### config.mk
export PLATFORM = sky130hd
export DESIGN_NAME = mem_access_unit_flat
export DESIGN_NICKNAME = d
export VERILOG_FILES = /design/src/rtl/mem_access_unit_if.sv /design/src/rtl/mem_access_unit.sv /design/src/flat_wrapper.sv
export SDC_FILE = /design/constraint.sdc
export NUM_CORES = 1
export LEC_CHECK = 0
export CAP_MARGIN = 20
export CORE_MARGIN = 2
export CORE_UTILIZATION = 30
export DETAILED_ROUTE_END_ITERATION = 10
export PLACE_DENSITY_LB_ADDON = 0.05
export SETUP_SLACK_MARGIN = 0.2
export SYNTH_ARGS = -nofsm -noshare
export SYNTH_HDL_FRONTEND = slang
export SYNTH_SLANG_ARGS = --single-unit
### constraint.sdc
create_clock -name clk -period 3.4 [get_ports clk]
set_input_delay 0.68 -clock clk [delete_from_list [all_inputs] [get_ports clk]]
set_output_delay 0.68 -clock clk [all_outputs]
set_load 0.02 [all_outputs]
### src/rtl/mem_access_unit_if.sv
// Bus bundle for mem_access_unit: controller-side request/response plus the
// word-wide synchronous memory port.
interface mem_access_unit_if;
  logic        req;
  logic        we;
  logic [1:0]  size;
  logic        sign_ext;
  logic [31:0] addr;
  logic [31:0] wdata;
  logic        busy;
  logic        done;
  logic        misaligned;
  logic [31:0] rdata;
  logic        mem_en;
  logic        mem_we;
  logic [31:0] mem_addr;
  logic [31:0] mem_wdata;
  logic [31:0] mem_rdata;

  modport slave (
    input  req, we, size, sign_ext, addr, wdata, mem_rdata,
    output busy, done, misaligned, rdata, mem_en, mem_we, mem_addr, mem_wdata
  );

  modport master (
    output req, we, size, sign_ext, addr, wdata, mem_rdata,
    input  busy, done, misaligned, rdata, mem_en, mem_we, mem_addr, mem_wdata
  );
endinterface

### src/rtl/mem_access_unit.sv
// Word/half/byte load-store engine in front of a fixed-latency synchronous memory.
// Sub-word stores are read-modify-write; sub-word loads are lane-extracted and extended.
//
// state | meaning
// IDLE  | waiting for req; alignment checked here
// ISSUE | memory strobe active (read, or write for a word store)
// WAIT  | counting down the read latency, mem_rdata captured on terminal count
// WRITE | merged word written back for a sub-word store
// DONE  | one-cycle completion pulse
module mem_access_unit #(
  parameter int MEM_LATENCY = 1
) (
  input  logic              clk,
  input  logic              reset,
  mem_access_unit_if.slave  bus
);

  typedef enum logic [2:0] {IDLE, ISSUE, WAIT, WRITE, DONE} state_t;

  state_t      state_q, state_d;
  logic [2:0]  cnt_q;
  logic [1:0]  lane_q;
  logic [15:0] wdata_q;
  logic [1:0]  size_q;
  logic        we_q;
  logic        sx_q;
  logic        mis_q;
  logic [31:0] rdata_q;
  logic        mem_en_q, mem_we_q;
  logic [31:0] mem_addr_q, mem_wdata_q;

  logic        mem_en_d, mem_we_d;
  logic [31:0] mem_addr_d, mem_wdata_d;
  logic        mis_req;
  logic        accept;
  logic        rd_tc;
  logic [7:0]  byte_v;
  logic [15:0] half_v;
  logic [31:0] load_val;
  logic [31:0] merge_val;

  always_comb begin
    mis_req     = (bus.size == 2'b11) ||
                  (bus.size == 2'b01 && bus.addr[0]) ||
                  (bus.size == 2'b00 && bus.addr[1:0] != 2'b00);
    accept      = (state_q == IDLE) && bus.req;
    rd_tc       = (state_q == WAIT) && (cnt_q == 3'd1);

    byte_v      = bus.mem_rdata[{lane_q, 3'b000} +: 8];
    half_v      = lane_q[1] ? bus.mem_rdata[31:16] : bus.mem_rdata[15:0];
    case (size_q)
      2'b00:   load_val = bus.mem_rdata;
      2'b01:   load_val = {{16{sx_q & half_v[15]}}, half_v};
      default: load_val = {{24{sx_q & byte_v[7]}}, byte_v};
    endcase

    merge_val   = bus.mem_rdata;
    if (size_q == 2'b01) begin
      if (lane_q[1]) merge_val[31:16] = wdata_q;
      else           merge_val[15:0]  = wdata_q;
    end else begin
      merge_val[{lane_q, 3'b000} +: 8] = wdata_q[7:0];
    end

    state_d     = state_q;
    mem_en_d    = 1'b0;
    mem_we_d    = 1'b0;
    mem_addr_d  = mem_addr_q;
    mem_wdata_d = mem_wdata_q;

    // mem_* are registered, so they are computed from the transition into ISSUE/WRITE
    case (state_q)
      IDLE: begin
        if (bus.req) begin
          if (mis_req) begin
            state_d = DONE;
          end else begin
            state_d     = ISSUE;
            mem_en_d    = 1'b1;
            mem_we_d    = bus.we && (bus.size == 2'b00);
            mem_addr_d  = {bus.addr[31:2], 2'b00};
            mem_wdata_d = bus.wdata;
          end
        end
      end
      ISSUE: state_d = (we_q && size_q == 2'b00) ? DONE : WAIT;
      WAIT: begin
        if (cnt_q == 3'd1) begin
          if (we_q) begin
            state_d     = WRITE;
            mem_en_d    = 1'b1;
            mem_we_d    = 1'b1;
            mem_wdata_d = merge_val;
          end else begin
            state_d = DONE;
          end
        end
      end
      WRITE:   state_d = DONE;
      DONE:    state_d = IDLE;
      default: state_d = IDLE;
    endcase
  end

  always_ff @(posedge clk or negedge reset) begin
    if (!reset) begin
      state_q     <= IDLE;
      cnt_q       <= 3'd0;
      lane_q      <= 2'b00;
      wdata_q     <= 16'h0;
      size_q      <= 2'b00;
      we_q        <= 1'b0;
      sx_q        <= 1'b0;
      mis_q       <= 1'b0;
      rdata_q     <= 32'h0;
      mem_en_q    <= 1'b0;
      mem_we_q    <= 1'b0;
      mem_addr_q  <= 32'h0;
      mem_wdata_q <= 32'h0;
    end else begin
      state_q     <= state_d;
      mem_en_q    <= mem_en_d;
      mem_we_q    <= mem_we_d;
      mem_addr_q  <= mem_addr_d;
      mem_wdata_q <= mem_wdata_d;
      if (accept) begin
        lane_q  <= bus.addr[1:0];
        wdata_q <= bus.wdata[15:0];
        size_q  <= bus.size;
        we_q    <= bus.we;
        sx_q    <= bus.sign_ext;
        mis_q   <= mis_req;
      end
      if (state_q == ISSUE)     cnt_q <= 3'(MEM_LATENCY);
      else if (state_q == WAIT) cnt_q <= cnt_q - 3'd1;
      if (rd_tc && !we_q) rdata_q <= load_val;
    end
  end

  assign bus.busy       = (state_q != IDLE);
  assign bus.done       = (state_q == DONE);
  assign bus.misaligned = (state_q == DONE) && mis_q;
  assign bus.rdata      = rdata_q;
  assign bus.mem_en     = mem_en_q;
  assign bus.mem_we     = mem_we_q;
  assign bus.mem_addr   = mem_addr_q;
  assign bus.mem_wdata  = mem_wdata_q;

endmodule

### src/flat_wrapper.sv
// flat-port wrapper written by rule: the top's interface ports become plain ports
module mem_access_unit_flat 
#(
  parameter int MEM_LATENCY = 1
)
  (clk, reset, bus_req, bus_we, bus_size, bus_sign_ext, bus_addr, bus_wdata, bus_mem_rdata, bus_busy, bus_done, bus_misaligned, bus_rdata, bus_mem_en, bus_mem_we, bus_mem_addr, bus_mem_wdata);
  mem_access_unit_if bus_i ();
  input  logic clk;
  input  logic reset;
  input wire logic [$bits(bus_i.req)-1:0] bus_req;
  input wire logic [$bits(bus_i.we)-1:0] bus_we;
  input wire logic [$bits(bus_i.size)-1:0] bus_size;
  input wire logic [$bits(bus_i.sign_ext)-1:0] bus_sign_ext;
  input wire logic [$bits(bus_i.addr)-1:0] bus_addr;
  input wire logic [$bits(bus_i.wdata)-1:0] bus_wdata;
  input wire logic [$bits(bus_i.mem_rdata)-1:0] bus_mem_rdata;
  output wire logic [$bits(bus_i.busy)-1:0] bus_busy;
  output wire logic [$bits(bus_i.done)-1:0] bus_done;
  output wire logic [$bits(bus_i.misaligned)-1:0] bus_misaligned;
  output wire logic [$bits(bus_i.rdata)-1:0] bus_rdata;
  output wire logic [$bits(bus_i.mem_en)-1:0] bus_mem_en;
  output wire logic [$bits(bus_i.mem_we)-1:0] bus_mem_we;
  output wire logic [$bits(bus_i.mem_addr)-1:0] bus_mem_addr;
  output wire logic [$bits(bus_i.mem_wdata)-1:0] bus_mem_wdata;
  assign bus_i.req = bus_req;
  assign bus_i.we = bus_we;
  assign bus_i.size = bus_size;
  assign bus_i.sign_ext = bus_sign_ext;
  assign bus_i.addr = bus_addr;
  assign bus_i.wdata = bus_wdata;
  assign bus_i.mem_rdata = bus_mem_rdata;
  assign bus_busy = bus_i.busy;
  assign bus_done = bus_i.done;
  assign bus_misaligned = bus_i.misaligned;
  assign bus_rdata = bus_i.rdata;
  assign bus_mem_en = bus_i.mem_en;
  assign bus_mem_we = bus_i.mem_we;
  assign bus_mem_addr = bus_i.mem_addr;
  assign bus_mem_wdata = bus_i.mem_wdata;
  mem_access_unit #(.MEM_LATENCY(MEM_LATENCY)) u_core (.clk(clk), .reset(reset), .bus(bus_i));
endmodule
* Yosys cells after proc, flatten, opt, wreduce, memory -nomap -nowiden
Index checks and enable logic that the tools add are counted.
Word-level totals: register bits 125, bits of input ports 103
Operators by class: add/sub/neg operators 2, eq/ne operators 12, shift-type cells 3, multiplexer cells 27, bitwise gates (word level) 3, reductions and logical operators 21
Operator list (number):
- 32-bit two-way mux | 5
- 32-bit case mux with 2 select lines | 2
- 16-bit two-way mux | 3
- 32-bit bitwise mux | 1
- 8-bit by 7-bit variable shift with 32-bit output, first input constant | 1
- 32-bit by 6-bit indexed part select with 8-bit output | 1
- 8-bit by 7-bit indexed part select with 32-bit output | 1
- 3-bit two-way mux | 7
- 3-bit case mux with 4 select lines | 1
- 1-bit logical AND | 8
- 5-bit negator with 7-bit output | 1
- 3-bit by 1-bit == test with 1-bit output, second input constant | 2
- 3-bit by 2-bit == test with 1-bit output, second input constant | 2
- 1-bit two-way mux | 6
- 2-bit inequality test, second input constant | 3
- 2-bit nonzero test | 3
- 5-bit AND reduction | 1
- 2-bit by 1-bit == test with 1-bit output, second input constant | 2
- 2-bit zero test | 2
- 1-bit case mux with 2 select lines | 2
- 3-bit == test, second input constant | 1
- 3-bit zero test | 1
- 3-bit AND reduction | 1
- 3-bit nonzero test | 1
- 8 further kinds | 10

* Logic depth before layout (Yosys ltp)
depth after elaboration 7, mapped depth 10, mapped depth without buffers 6

* Least setup slack after synthesis
No wires, ideal clock.
kind flip-flop to flip-flop, from register u_core.lane_q[1], to register u_core.mem_wdata_q[5] (netlist: u_core.bus.mem_wdata[5]), arrival time 2.369 ns, data required time 3.272 ns, setup slack 0.904 ns, cell stages (with the launch flop) 11, cell sequence dfrtp_1 > buf_2 > buf_1 > inv_2 > ha_1 > buf_2 > nor4bb_1 > buf_1 > a221o_1 > a22o_1 > mux2_1
On the way: word-level cells in the longest chain between the ends 7, elaborated cells between the ends (all ways) 9, those cells by class add/sub (1); shift (2); mux (6)
Ends and longest elaborated chain:
- start, declared | line mem_access_unit.sv:22 | logic [1:0] lane_q;
- start signal, assigned | line mem_access_unit.sv:127 | lane_q <= bus.addr[1:0];
- 5-bit negator with 7-bit output | line mem_access_unit.sv:62 | merge_val[{lane_q, 3'b000} +: 8] = wdata_q[7:0];
- 8-bit by 7-bit indexed part select with 32-bit output / 8-bit by 7-bit variable shift with 32-bit output (equally long branches) | line mem_access_unit.sv:62
- 32-bit bitwise mux | line mem_access_unit.sv:62
- 32-bit two-way mux * | line mem_access_unit.sv:58 | if (size_q == 2'b01) begin
- 32-bit two-way mux * | line mem_access_unit.sv:89 | if (we_q) begin
- 32-bit two-way mux * | line mem_access_unit.sv:88 | if (cnt_q == 3'd1) begin
- 32-bit case mux with 2 select lines * | line mem_access_unit.sv:72 | case (state_q)
- end signal, assigned | line mem_access_unit.sv:125 | mem_wdata_q <= mem_wdata_d;
- end, declared | line mem_access_unit.sv:30 | logic [31:0] mem_addr_q, mem_wdata_q;
Mark *: on every way between the ends. The rest lies on a longest branch, timed or not. The select of a mux whose other input is x is not followed. A chain may end at the register's enable or synchronous reset.

* Worst setup path in the final report
from register u_core.state_q[0], to output port bus_misaligned
On the way: word-level cells in the longest chain between the ends 2
Ends and longest elaborated chain:
- start, declared | line mem_access_unit.sv:20 | state_t state_q, state_d;
- start signal, assigned | line mem_access_unit.sv:121 | state_q <= state_d;
- 3-bit == test | line mem_access_unit.sv:142 | assign bus.misaligned = (state_q == DONE) && mis_q;
- 1-bit logical AND | line mem_access_unit.sv:142
- end, declared | line flat_wrapper.sv:19 | output wire logic [$bits(bus_i.misaligned)-1:0] bus_misaligned;
No other way between the ends.

==> results.py <==
metrics = {
    "run_status": {
        "status": "completed",
    },
    "synthesis": {
        "yosys.cell_count.top_type": "dfrtp_1",
        "synth_cell_types": 57,
        "synthArstFlopShare_pct": 100.0,
        "netlist.top_cell.by_area": "dfrtp_1",
        "ys_seq_area_share_pct": 44.17,
        "ys_warn_count": 0,
        "synthesis.area_sq_mm": 0.007082,
        "synthCells": 647,
        "synth_common_cells": "dfrtp_1, mux2_2, a21oi_1",
        "synth_edf_count": 0,
        "ys_ff_latch": 125,
        "avgSynthCellArea_sq_um": 10.95,
        "synth_flop_cell": "dfrtp_1",
        "yosysTopAreaCellShare_pct": 44.17,
        "synth_area_leaders": "dfrtp_1, mux2_2, mux2i_1, a21oi_1, a22o_1",
    },
    "die": {
        "die_h_um": 157.6,
        "dieArea_sq_mm": 0.02485,
        "num_rows": 56,
        "io_pins": 204,
        "core_area_sq_mm": 0.02333,
        "fp.dieW_um": 157.6,
        "start_util_pct": 30.35,
    },
    "grt": {
        "grt_pass1_vias": 6051,
        "gr-total-overflow": 0,
        "grt_pass1_wl_mm": 35.92,
        "antenna_found_initial": 0,
        "grt_max_degree": 65,
        "grt_use_total_pct": 19.26,
    },
    "finish": {
        "stdcell_count": 1159,
        "fin_nets": 937,
        "area_delta_synth_final_pct": 39.86,
        "antennaDiodeCount": 0,
        "drive_above_1_share_pct": 15.71,
    },
    "critical_path": {
        "critical_path_class": "register to primary output",
        "end_kind": "primary output",
        "arrival_ps": 1960,
        "cp_max_fo": 14,
        "cp-start-kind": "register",
        "cp_data_required_time_ps": 2720,
        "ff2ff_path_depth": 6,
    },
    "clock_tree": {
        "cts_max_level": 4,
        "root_buffer": "clkbuf_16",
        "clkTransAtPathRegs_ps": 60,
        "cts_sinks": 125,
        "cts_resized": 0,
        "insertion_delay_ps": 420,
        "post_cts_buffers": 0,
        "cts_max_path_buffers": 2,
        "cts_tree": "yes",
        "cts_buffers": 17,
        "cts.hold.buffers_added": 0,
    },
    "routing": {
        "postRouteAntennaNets": 0,
        "viasPerCell": 5.206,
        "dr.first_iter.drc_count": 273,
        "routedWlPerCell_um": 20.45,
        "finalWirelength_mm": 23.70,
        "drtPass1Iterations": 4,
        "drcViolationCount": 0,
        "via_count": 6034,
    },
    "placement": {
        "place_congestion": 0.8050,
        "portBuffers": 201,
        "dpl.hpwl_mm": 17.33,
        "pre_cts_slack_ps": 719.3,
        "dp_cells": 1127,
    },
    "sta": {
        "maxSlewHeadroom_pct": 55.40,
        "finalCriticalPeriod_ps": 2641,
        "fin_setup_tns_ps": 0,
        "hold_viol": 0,
        "worst_slew_pin_slew_ps": 669.0,
        "fmax_ghz": 0.3786,
        "finClkSkew_ps": 7.343,
        "rsz0062_at_grt": "false",
        "whs_ps": 277.4,
        "layout_setup_ws_ps": 759.0,
        "finalSetupViolCount": 0,
        "slew_viol_final": 0,
        "finalCritPeriodShare_pct": 77.68,
    },
    "hold_path": {
        "hp-class": "input port to asynchronous set/reset pin",
    },
    "power_and_ir_drop": {
        "p_per_area_mw_per_mm2": 1005,
        "irDropWorstVdd_mv": 0.4216,
        "p_leak_nw": 4.101,
    },
    "flow_run": {
        "maxCapViolations": 0,
    },
}
-- routing by layer --
layer / share of wire [%] / global-route usage [%] / wire [um]
met5: 0 / 0 / 0
met4: 2.3 / 6.450 / 544
met3: 7.5 / 5.858 / 1787
met2: 47 / 30.68 / 11050
met1: 44 / 24.90 / 10320
-- final timing paths --
| kind | from | endpoint | slack [ps] |
|---|---|---|---|
| min reg2reg | u_core.bus.mem_wdata[22] | u_core.bus.mem_wdata[22] | 490 |
| min | reset | u_core.bus.rdata[2] | 280 |
| max reg2reg | u_core.lane_q[1] | u_core.bus.mem_wdata[28] | 850 |
| min in group clk | u_core.bus.mem_wdata[22] | u_core.bus.mem_wdata[22] | 490 |
| max | u_core.state_q[0] | bus_misaligned | 760 |
| max in group asynchronous | reset | u_core.bus.mem_we | 2250 |
-- flip-flops by register name, indices dropped and copies added (netlist names) --
signal,count
u_core.bus.mem_addr,30
u_core.bus.mem_en,1
u_core.sx_q,1
u_core.mis_q,1
u_core.lane_q,2
u_core.state_q,3
u_core.bus.mem_we,1
u_core.size_q,2
u_core.wdata_q,16
u_core.bus.mem_wdata,32
u_core.we_q,1
u_core.cnt_q,3
u_core.bus.rdata,32
-- through the flow --
step	utilization (%)	cell area (sq um)	power, mW
global route	42.45	9905	10.59
finish	42.45	9905	9.958
CTS	42.45	9905	10.06
global placement	39.91	9311	8.056
detailed placement	39.93	9316	8.164
floorplan	-	7086	6.093
-- cell usage in the layout (no fill, tap or decap), types with 18 or more instances in the layout --
cell type        instances
mux2i_1                 34
nor2_1                  24
a22o_1                  23
clkdlybuf4s50_1        200
dfrtp_1                124
a21oi_1                 48
a211oi_1                18
mux2_2                  54
-- power by group --
group,leakage (nW),switching (mW),total [mW],internal (mW)
clock network,0.281,0.754,1.84,1.09
logic,2.36,2.65,5.24,2.59
registers,1.46,0.649,2.87,2.23
-- critical path: stages, from the launching register on --
cell	delay, ps
dfrtp_1	520
nor2_1	220
and3_1	200
clkdlybuf4s50_1	600
-- cells by family after synthesis --
logic type | synth area share (%)
AO/OA/AOI/OAI | 19.82
AND/OR/NAND/NOR | 11.17
flip-flops | 44.17
multiplexers | 17.84
buffers and inverters | 5.706
adder cells (fa/ha/maj) | 1.237
other | 0.05295
-- layout make-up --
cell class | count | area, sq um
fillers | 2242 | 13430
multi-input cells | 445 | 3562
flip-flops and latches | 125 | 3129
repair buffers | 219 | 2155
clock buffers | 17 | 425.4
well taps | 319 | 399.1
clock inverters | 15 | 162.7
inverters | 19 | 71.32
Note: power is estimated with default switching activity, not from simulation.
